===== src/rtl/fetch_unit.sv =====
// Instruction-fetch stage: owns the fetch PC, issues requests to a
// synchronous ROM with 1-cycle read latency, buffers returned words
// (tagged with their PC) in a small FIFO and hands them to decode over
// a valid/ready handshake. A redirect flushes everything and restarts
// fetch at the aligned target.
module fetch_unit #(
    parameter int unsigned               ADDRESS_WIDTH = 32,
    parameter int unsigned               DATA_WIDTH    = 32,
    parameter logic [ADDRESS_WIDTH-1:0]  RESET_VECTOR  = '0,
    parameter int unsigned               FIFO_DEPTH    = 4,
    parameter int unsigned               INSTR_BYTES   = 4
) (
    input  logic                     clk,
    input  logic                     rst,
    input  logic                     redirect,
    input  logic [ADDRESS_WIDTH-1:0] redirect_target,
    output logic                     imem_req,
    output logic [ADDRESS_WIDTH-1:0] imem_addr,
    input  logic [DATA_WIDTH-1:0]    imem_rdata,
    output logic                     instr_valid,
    input  logic                     instr_ready,
    output logic [DATA_WIDTH-1:0]    instr,
    output logic [ADDRESS_WIDTH-1:0] instr_pc,
    output logic [ADDRESS_WIDTH-1:0] instr_pc_plus4
);

    localparam int unsigned PTR_W = $clog2(FIFO_DEPTH);
    localparam int unsigned CNT_W = PTR_W + 1;
    localparam logic [ADDRESS_WIDTH-1:0] STEP       = ADDRESS_WIDTH'(INSTR_BYTES);
    localparam logic [ADDRESS_WIDTH-1:0] ALIGN_MASK = ~(ADDRESS_WIDTH'(INSTR_BYTES - 1));

    logic [ADDRESS_WIDTH-1:0] fetch_pc;
    logic                     inflight;
    logic [ADDRESS_WIDTH-1:0] inflight_pc;

    logic [DATA_WIDTH-1:0]    data_mem [FIFO_DEPTH];
    logic [ADDRESS_WIDTH-1:0] pc_mem   [FIFO_DEPTH];
    logic [PTR_W-1:0]         rd_ptr;
    logic [PTR_W-1:0]         wr_ptr;
    logic [CNT_W-1:0]         count;

    logic                     pop;
    logic                     push;
    logic                     fifo_pop;
    logic [CNT_W:0]           committed;

    // Handshake, credit accounting and request generation
    always_comb begin
        instr_valid = (count != '0);
        pop         = instr_valid & instr_ready;
        push        = inflight & ~redirect;
        fifo_pop    = pop & ~redirect;
        // Slots already spoken for, counting this cycle's pop as freed
        committed   = {1'b0, count} + {{CNT_W{1'b0}}, inflight} - {{CNT_W{1'b0}}, pop};
        imem_req    = ~rst & ~redirect & (committed < (CNT_W + 1)'(FIFO_DEPTH));
        imem_addr   = fetch_pc;
    end

    // Head presentation, zeroed while the buffer is empty
    always_comb begin
        instr          = '0;
        instr_pc       = '0;
        instr_pc_plus4 = '0;
        if (instr_valid) begin
            instr          = data_mem[rd_ptr];
            instr_pc       = pc_mem[rd_ptr];
            instr_pc_plus4 = pc_mem[rd_ptr] + STEP;
        end
    end

    // Fetch PC and in-flight tracking; redirect overrides issue
    always_ff @(posedge clk or posedge rst) begin
        if (rst) begin
            fetch_pc    <= RESET_VECTOR;
            inflight    <= 1'b0;
            inflight_pc <= '0;
        end else if (redirect) begin
            fetch_pc <= redirect_target & ALIGN_MASK;
            inflight <= 1'b0;
        end else if (imem_req) begin
            fetch_pc    <= fetch_pc + STEP;
            inflight    <= 1'b1;
            inflight_pc <= fetch_pc;
        end else begin
            inflight <= 1'b0;
        end
    end

    // FIFO pointers and occupancy; redirect empties the buffer
    always_ff @(posedge clk or posedge rst) begin
        if (rst) begin
            rd_ptr <= '0;
            wr_ptr <= '0;
            count  <= '0;
        end else if (redirect) begin
            rd_ptr <= '0;
            wr_ptr <= '0;
            count  <= '0;
        end else begin
            if (push) begin
                wr_ptr <= wr_ptr + 1'b1;
            end
            if (fifo_pop) begin
                rd_ptr <= rd_ptr + 1'b1;
            end
            case ({push, fifo_pop})
                2'b10:   count <= count + 1'b1;
                2'b01:   count <= count - 1'b1;
                default: count <= count;
            endcase
        end
    end

    // FIFO storage: capture the returning ROM word with its PC tag
    always_ff @(posedge clk) begin
        if (push) begin
            data_mem[wr_ptr] <= imem_rdata;
            pc_mem[wr_ptr]   <= inflight_pc;
        end
    end

endmodule


===== config.mk =====
export PLATFORM = sky130hd
export DESIGN_NAME = fetch_unit
export DESIGN_NICKNAME = d
export VERILOG_FILES = /design/src/rtl/fetch_unit.sv
export SDC_FILE = /design/constraint.sdc
export NUM_CORES = 1
export LEC_CHECK = 0
export ABC_CLOCK_PERIOD_IN_PS = 5800
export CAP_MARGIN = 10
export CORE_AREA = 5 5 165 167
export DETAILED_ROUTE_END_ITERATION = 8
export DIE_AREA = 0 0 170 172
export PLACE_DENSITY = 0.78
export SYNTH_ARGS = -nofsm -noshare
export SYNTH_HDL_FRONTEND = slang
export SYNTH_SLANG_ARGS = --single-unit

===== constraint.sdc =====
create_clock -name clk -period 5.8 [get_ports clk]
set_input_delay 0.58 -clock clk [delete_from_list [all_inputs] [get_ports clk]]
set_output_delay 0.58 -clock clk [all_outputs]
set_load 0.02 [all_outputs]

# Word-level counts from Yosys, hierarchy flattened
# Memory sizes are Yosys's and may differ from the RTL's.
# Index checks and enable logic that the tools add are counted.
# word_totals
latch_bits	0
ff_bits	72
memories	2
mem_bits_ro	0
mem_bits_rw	256
out_inout_bits	130
# classes
eq_ne	2
reduce_logical	6
multipliers	0
order_cmp	1
mux	15
n_shift	0
div	0
bitwise	7
n_addsub	8
# memory_table
name	depth	width	read_ports	rd_ports_with_merged_regs	wr	line	text
data_mem	4	32	1	0	1	36	logic [DATA_WIDTH-1:0] data_mem [FIFO_DEPTH];
pc_mem	4	32	1	0	1	37	logic [ADDRESS_WIDTH-1:0] pc_mem [FIFO_DEPTH];
# op_table
op	n
$mux 32	5
$add 32x3->32 const B	2
$mux 2	4
$pmux 3 s2	1
$reduce_bool 2->1	3
$reduce_bool 3->1	2
$and 1x1->1	5
$add 2x1->2 const B	2
$add 3x1->4	1
$lt 4x3->1 const B	1
$mux 1	4
$sub 4x1->4	1
$add 3x1->3 const B	1
$mux 3	1
$sub 3x1->3 const B	1
$eq 2x1->1 const B	1
$eq 2x2->1 const B	1
$not 1->1	2
$reduce_and 2->1	1

# Logic depth before layout (Yosys ltp)
# Gate-level depths: netlist of the first run.
# depth
depth_word	7
mapped_depth	12

# Worst setup path after synthesis of the first run
# No wires, ideal clock.
# synth_path
path_kind	flip-flop to flip-flop
startpoint	reg count[1]
endpoint	reg fetch_pc[26] (netlist: imem_addr[26])
path_stages_with_launch	12
path_buffers	1
slack_ns	2.370
arrival_time_ns	3.348
path_cell_list	dfrtp_1 > o31ai_1 > inv_1 > ha_1 > inv_1 > ha_1 > and3b_4 > or4_4 > a2111o_1 > buf_6 > or4_1 > a31oi_1
# synth_between
elab_chain_len	6
elab_cells_between_ends	7
classes_between	add/sub (2); order compare (1); bitwise (2); reduce/logical (2)
# synth_lines
item	line	text
start, declared	40	logic [CNT_W-1:0] count;
start signal, assigned	107	2'b10: count <= count + 1'b1;
start signal, assigned	108	2'b01: count <= count - 1'b1;
start signal, assigned	109	default: count <= count;
parallel branches: the longest is 2 deep, another holds $add 3x1->4	n/a	
$sub 4x1->4 *	54	committed = {1'b0, count} + {{CNT_W{1'b0}}, inflight} - {{CNT_W{1'b0}}, pop};
$lt 4x3->1 *	55	imem_req = ~rst & ~redirect & (committed < (CNT_W + 1)'(FIFO_DEPTH));
$and 1x1->1 *	55	
$reduce_bool 2->1 (no line) *	n/a	
end signal, assigned	78	fetch_pc <= redirect_target & ALIGN_MASK;
end signal, assigned	81	fetch_pc <= fetch_pc + STEP;
end, declared	32	logic [ADDRESS_WIDTH-1:0] fetch_pc;
# Mark *: on every way between the ends.
# A chain may end at the register's enable or synchronous reset.

# Worst setup path after layout of the first run
# layout_path
startpoint	reg count[1]
endpoint	out imem_req
# layout_between
elab_chain_len	5
elab_cells_between_ends	6
classes_between	add/sub (2); order compare (1); bitwise (2); reduce/logical (1)
# layout_lines
item	line	text
parallel branches: the longest is 2 deep, another holds $add 3x1->4	n/a	
$sub 4x1->4 *	54	
$lt 4x3->1 *	55	
$and 1x1->1 *	55	
end, declared	17	output logic imem_req,
# Marked as above.

==> results of run 1 <==
cells in the final DEF, fill, tap and decap left out, types with 6 or more instances in the layout:
| cell | n |
|---|---|
| mux2_2 | 39 |
| ha_1 | 9 |
| clkbuf_1 | 7 |
| nand3_1 | 26 |
| nor2_1 | 50 |
| clkdlybuf4s50_1 | 189 |
| nand2_1 | 35 |
| edfxtp_1 | 248 |
| a2111oi_0 | 7 |
| buf_4 | 18 |
| nor3_1 | 10 |
| clkbuf_16 | 37 |
| conb_1 | 6 |
| o21ai_0 | 28 |
| inv_1 | 19 |
| mux4_2 | 61 |
| or4_1 | 7 |
| clkinv_2 | 8 |
| nor2b_1 | 61 |
| xnor2_1 | 18 |
| a31oi_1 | 12 |
| nand4_1 | 15 |
| or3_1 | 15 |
| xor2_1 | 7 |
| dfrtp_1 | 66 |
| a21oi_1 | 13 |
| o31ai_1 | 7 |
synthesized netlist by cell type (all sizes together) (3+ instances only):
master / count
o31ai: 7
or4: 10
ha: 9
mux2: 39
inv: 20
clkbuf: 27
and4: 5
nand2: 35
xor2: 7
nor2: 50
and3: 3
nor4: 4
a2111oi: 7
a211oi: 3
a21oi: 13
buf: 27
o211ai: 3
nand4: 17
nand3: 27
mux2i: 5
o311ai: 3
and2: 9
nor2b: 61
edfxtp: 248
xnor2: 18
o21ai: 28
mux4: 62
dfrtp: 68
nor3: 11
or3: 15
a31oi: 12
state kept, by name (all words and copies together) (netlist names):
register	count
inflight_pc	30
rd_ptr	2
inflight	1
wr_ptr	2
pc_mem	120
count	3
data_mem	128
imem_addr	30
per-stage QoR:
stage,setup slack [ns],instances,utilization [%],cell area (um2)
after floorplan,2.370,876,-,13750
after global placement,1.451,1363,62.09,15900
after detailed placement,1.408,1363,62.09,15900
after CTS,0.9497,1425,66.66,17080
after global routing,0.7336,1426,66.69,17080
final,0.9603,1426,66.69,17080
logic make-up (layout without fill, tap and decap cells):
family	count (synthesis)	after routing	synth area share [%]
xor+xnor	25	25	1.594
other cells	1	6	0.02731
mux	106	106	13.76
compound gates	86	86	4.054
simple gates	253	253	10.24
fa+ha+maj	10	10	0.9658
flops	316	316	66.62
buf+inv	74	289	2.742
metal layers:
metal | up-vias | wire, um | GRT usage (%)
li1 | 3742 | - | -
met1 | 4123 | 12580 | 29.22
met2 | 337 | 13640 | 31.43
met3 | 39 | 2270 | 4.527
met4 | 0 | 462 | 3.889
met5 | - | 0 | 0
worst max-delay path, delay by kind of cell, from the launching register on:
family / cells / cell delay [ns]
compound gates: 2 / 1.10
simple gates: 3 / 0.96
buf+inv: 3 / 0.81
flops: 1 / 0.46
fa+ha+maj: 2 / 0.43
where the power goes:
part | switching, mW | leakage (nW) | internal, mW
clock | 0.835 | 0.580 | 1.39
combinational | 1.69 | 2.04 | 1.53
sequential | 0.316 | 3.05 | 2.84
worst max path at each step:
stage / end / startpoint / slack [ns]
2_1_floorplan: imem_addr[26] / count[1] / 2.37
3_3_place_gp: imem_req / instr_ready / 1.45
3_5_place_dp: imem_req / instr_ready / 1.41
4_1_cts: imem_req / count[1] / 0.95
5_1_grt: imem_req / count[1] / 0.73
6_report: imem_req / count[1] / 0.96
final cells by class:
cell class                      count  area, um2
Inverter                           20      75.07
Fill cell                        1734       8533
Clock buffer                       44      952.2
Timing Repair Buffer              207       2027
Multi-Input combinational cell    486       4237
Clock inverter                     18      219.0
Tap cell                          335      419.2
Sequential cell                   316       9154
==> run summary, run 1 <==
core area: 25620 um2
post-route ant nets: 0
GPL Wtd Cong: 0.8145
mapped cell area: 13730 um2
first-pass GRT wire length: 45.61 mm
Hold Path Sink: pc_mem[1][19]
CP max FO: 12
Clock Path Buffers: 3
power per cell area: 503.5 nW/um2
vias in the first global route: 8275
Critical Path Max Stage Delay: 0.64 ns
DIE WIDTH: 170 um
Netlist cell types: 54
Slew HR: 23.55%
Fin Clk Skew: 0.01131 ns
Pins Over Slew Limit: 0
Final Hold Vio Count: 0
CP Class: reg2out
Post-route DRC: 0
asr flop ratio synth: 21.52%
Synth Instances: 871
total CTS buffers: 34
Post-synth EDFFs: 248
register area share after synthesis: 66.62%
fin crit period: 4.840 ns
largest net degree at the start of global routing: 94
Yosys top cell by area: edfxtp_1
layout cell share with drive strength beyond 1: 17.05%
slowest cell on the critical path: o31ai_1
Area growth, synth to finish: 24.39%
Clock Latency Late Sink: 0.50 ns
launch point of the worst hold path: inflight_pc[19]
DR vias: 8241
Power, Total: 8.601 mW
Final #Nets: 1143
H-tree depth: 2
peak supply drop: 0.4039 mV
GRT Util Overall: 19.92%
synth top area cells: edfxtp_1, dfrtp_1, mux4_2
max_cap viols: 0
Die H: 172 um
routed len/inst: 20.30 um
worst reg2reg path depth: 11
Synth top area share: 54.23%
clock sinks: 316
R2R Path Start: count[1]
diode count: 0
Seq cells post-synth: 316
endpoints failing setup: 0
post-CTS sizing: 0
Hold WS: 0.5076 ns
hold path depth: 0
crit share post-route: 83.44%
TritonCTS clock tree: done
Sum Neg Setup Slack: 0 ns
unrepaired setup endpoints after global routing: false
Synthesis Warnings: 0
Starting Density: 53.61%
I/O Pins: 198
via density per instance: 5.779
CP Cell Sequence: o31ai_1, inv_1, ha_1, inv_1, ha_1, and3b_4, or4_4, a21oi_1, and2_1, clkdlybuf4s50_1
arrival time worst endpoint: 4.26 ns
outcome: finished, final reports clean
Root Driver: clkbuf_16
hold_buf cts: 0
slew of the pin with the lowest slew margin: 1.147 ns
flop2flop setup slack: 1.76 ns
row cnt: 59
Primary FF master, synth: edfxtp_1
Post-CTS Setup Repair Bufs: 0
die area: 29240 um2
critical path required time: 5.22 ns
clock slew at reported path FFs: 0.06 ns
Buffers on Ports: 189
syn_area_per_cell: 15.77 um2
DP HPWL: 18.25 mm
total grt overflow: 0
Worst Hold Class: reg2reg
drt total wl: 28.95 mm
Leakage: 5.670 nW
worst r2r dst: inflight_pc[30]
Starting DRT DRC Count: 794
FMAX: 206.6 MHz
Setup crit end kind: output pin
initial antenna violation count: 0
First-pass DRT Iterations: 5
Critical Path Source Type: flip-flop
Note: power is estimated with default switching activity, not from simulation.
==> run 2, diff against run 1 <==
Settings changed: ABC_CLOCK_PERIOD_IN_PS 5800 to 4000, CORE_AREA 5 5 165 167 to 5 5 174 176, DIE_AREA 0 0 170 172 to 0 0 179 181, PLACE_DENSITY 0.78 to 0.74.
Clock period 5.8 ns to 4 ns, I/O delays scaled along.
==> run 2 against run 1 <==
Setup slack worse by 0.83 ns; critical path depth is 2 lower; clock power is 31% higher; first-iteration DRC count is 32% lower; wire length is 1.6% higher; count of clock-buffer cells in the layout stayed put; non-clock buffer count is 9 higher; cell count is 4.0% higher; sequential power is 43% higher; sequential share of layout area is 0.36 points lower; utilization is 6.3 points lower.
==> run summary, run 2 (synthesis gave the netlist of run 1 again) <==
worst r2r dst: imem_addr[26]
Critical Path Max Stage Delay: 0.74 ns (+0.10 ns)
H-tree depth: 2 (unchanged)
commonest non-fill, non-tap cells in the layout: edfxtp_1, clkdlybuf4s50_1, dfrtp_1
DR vias: 8278 (+0.45%)
DIE WIDTH: 179 um (+5.3%)
GPL Wtd Cong: 0.8043 (-1.3%)
max_cap viols: 0 (unchanged)
arrival time worst endpoint: 3.47 ns (-0.79 ns)
Sum Neg Setup Slack: 0 ns (unchanged)
hold path depth: 3 (+3)
FMAX: 258.4 MHz
Leakage: 5.820 nW (+2.7%)
Worst Hold Class: in2reg
Power, Total: 12.25 mW (+42%)
flop2flop setup slack: 0.54 ns (-1.22 ns)
placed cells: 1420 (+4.2%)
total CTS buffers: 34 (unchanged)
first-pass GRT wire length: 46.02 mm (+0.89%)
fin crit period: 3.870 ns
Clock Latency Late Sink: 0.49 ns (about the same)
row cnt: 62 (+5.1%)
diode count: 0 (unchanged)
TritonCTS clock tree: done
crit share post-route: 96.74%
routed len/inst: 19.84 um (-2.3%)
clock sinks: 316 (unchanged)
Setup crit end kind: output pin
Multi-input gate area: 4267 um2 (+0.71%)
leading cell type in the layout, fill and taps excluded: edfxtp_1
Die H: 181 um (+5.2%)
Root Driver: clkbuf_16
cell mode on critical path: buf_4
CP Cell Sequence: buf_4, mux4_2, nand4_1, buf_4, or4_2, or3_1, a21oi_1, clkbuf_2
CP Class: reg2out
DP HPWL: 18.72 mm (+2.6%)
Clock Path Buffers: 3 (unchanged)
Starting Density: 48.24% (-5.4 points)
Critical Path Start: rd_ptr[0]
die area: 32400 um2 (+11%)
Hold WS: 0.4668 ns (-0.04081 ns)
total grt overflow: 0 (unchanged)
slew of the pin with the lowest slew margin: 0.8101 ns (-0.3366 ns)
launch point of the worst hold path: redirect_target[4]
drt total wl: 29.42 mm (+1.6%)
core area: 28470 um2 (+11%)
clock slew at reported path FFs: 0.06 ns (about the same)
register area: 9154 um2 (unchanged)
slowest cell on the critical path: or4_2
Starting DRT DRC Count: 539 (-32%)
I/O Pins: 198 (unchanged)
Critical Path Source Type: flip-flop
outcome: finished, final reports clean
Largest regs: data_mem: 128 flops, pc_mem: 120 flops
layout cell share with drive strength beyond 1: 18.20% (+1.1 points)
critical path required time: 3.60 ns (-1.62 ns)
post-route ant nets: 0 (unchanged)
largest net degree at the start of global routing: 94 (unchanged)
Area growth, synth to finish: 25.23%
endpoints failing setup: 0 (unchanged)
Final #Nets: 1153 (+0.87%)
First-pass DRT Iterations: 4 (-1)
max reg flops: 128 (unchanged)
fill count: 2188 (+26%)
Buffers on Ports: 189 (unchanged)
via density per instance: 5.582 (-3.4%)
Post-route DRC: 0 (unchanged)
Pins Over Slew Limit: 0 (unchanged)
CP max FO: 11 (-1)
Hold Path Sink: imem_addr[4]
initial antenna violation count: 1 (+1)
R2R Path Start: count[1]
Fin Clk Skew: 0.01184 ns (+0.0005352 ns)
Slew HR: 45.75% (+22 points)
final cell count without fillers: 1483 (+4.0%)
GRT Util Overall: 17.87% (-2.1 points)
vias in the first global route: 8356 (+0.98%)
largest register by flop count: data_mem
Finished Cell Area: 17200 um2 (+0.67%)
Placement Cell Area: 16090 um2 (+1.2%)
Final Hold Vio Count: 0 (unchanged)
power per cell area: 712.1 nW/um2 (+41%)
worst reg2reg path depth: 10 (-1)
hold_buf cts: 0 (unchanged)
peak supply drop: 0.5573 mV (+38%)
run 2: changes by cell type in the layout (fill, tap and decap cells not counted), moves of 2 or more:
cell and change:
clkbuf_2 +5, bufinv_16 -3, clkbuf_16 -2, dlygate4sd2_1 +3, dlymetal6s2s_1 +8, clkdlybuf4s50_1 -16, buf_6 +2, clkbuf_1 +2
buf_12 +6
run 2: worst max-delay path by stage:
| stage | endpoint | slack [ns] | depth (start not counted) |
|---|---|---|---|
| after floorplan | imem_addr[26] | 0.57 | 11 |
| after global placement | instr_pc_plus4[26] | 0.26 | 7 |
| after detailed placement | instr_pc_plus4[26] | 0.26 | 7 |
| after CTS | instr_pc_plus4[29] | -0.05 | 6 |
| after global routing | instr_pc_plus4[19] | -0.02 | 8 |
| final | instr_pc_plus4[19] | 0.13 | 8 |
run 2: repair_timing:
item | CTS | global route
endpoints found under the setup margin | 18 | 16
buffers inserted | 0 | 2
endpoints found under the hold margin | 0 | 0
resized for setup | 11 | 27
cloned | 0 | 1
pin swaps | 1 | 1
run 2: cell type report:
class | instances | share of cell area [%]
clock buffers | 44 | 5.289
clock inverters | 16 | 0.7930
inverters | 20 | 0.4365
multi-input cells | 487 | 24.81
flip-flops and latches | 316 | 53.23
well taps | 384 | 2.794
repair buffers | 216 | 12.65
run 2: critical path, delay by kind of cell, from the launching register on:
family	cells	cell delay, ns
flip-flops	1	0.58
buffers and inverters	3	0.61
AO/OA/AOI/OAI	1	0.16
multiplexers	1	0.42
AND/OR/NAND/NOR	3	1.21
run 2: per-stage QoR:
stage	setup slack, ns	utilization, %
finish	0.1305	60.41
global route	-0.01600	60.41
CTS	-0.05285	60.22
detailed placement	0.2576	56.51
global placement	0.2575	56.51
floorplan	0.5700	-
run 2: layer usage:
| metal | global-route usage, % | vias up | wire, um |
|---|---|---|---|
| met3 | 3.804 | 31 | 2045 |
| met5 | 0 | - | 13 |
| met1 | 25.56 | 4152 | 12620 |
| li1 | - | 3789 | - |
| met2 | 28.78 | 304 | 14340 |
| met4 | 3.377 | 2 | 397 |
run 2: report_power, final:
group	internal, mW	switching (mW)	total [mW]
clock	1.74	1.17	2.91
sequential	4.12	0.399	4.52
combinational	2.27	2.55	4.82
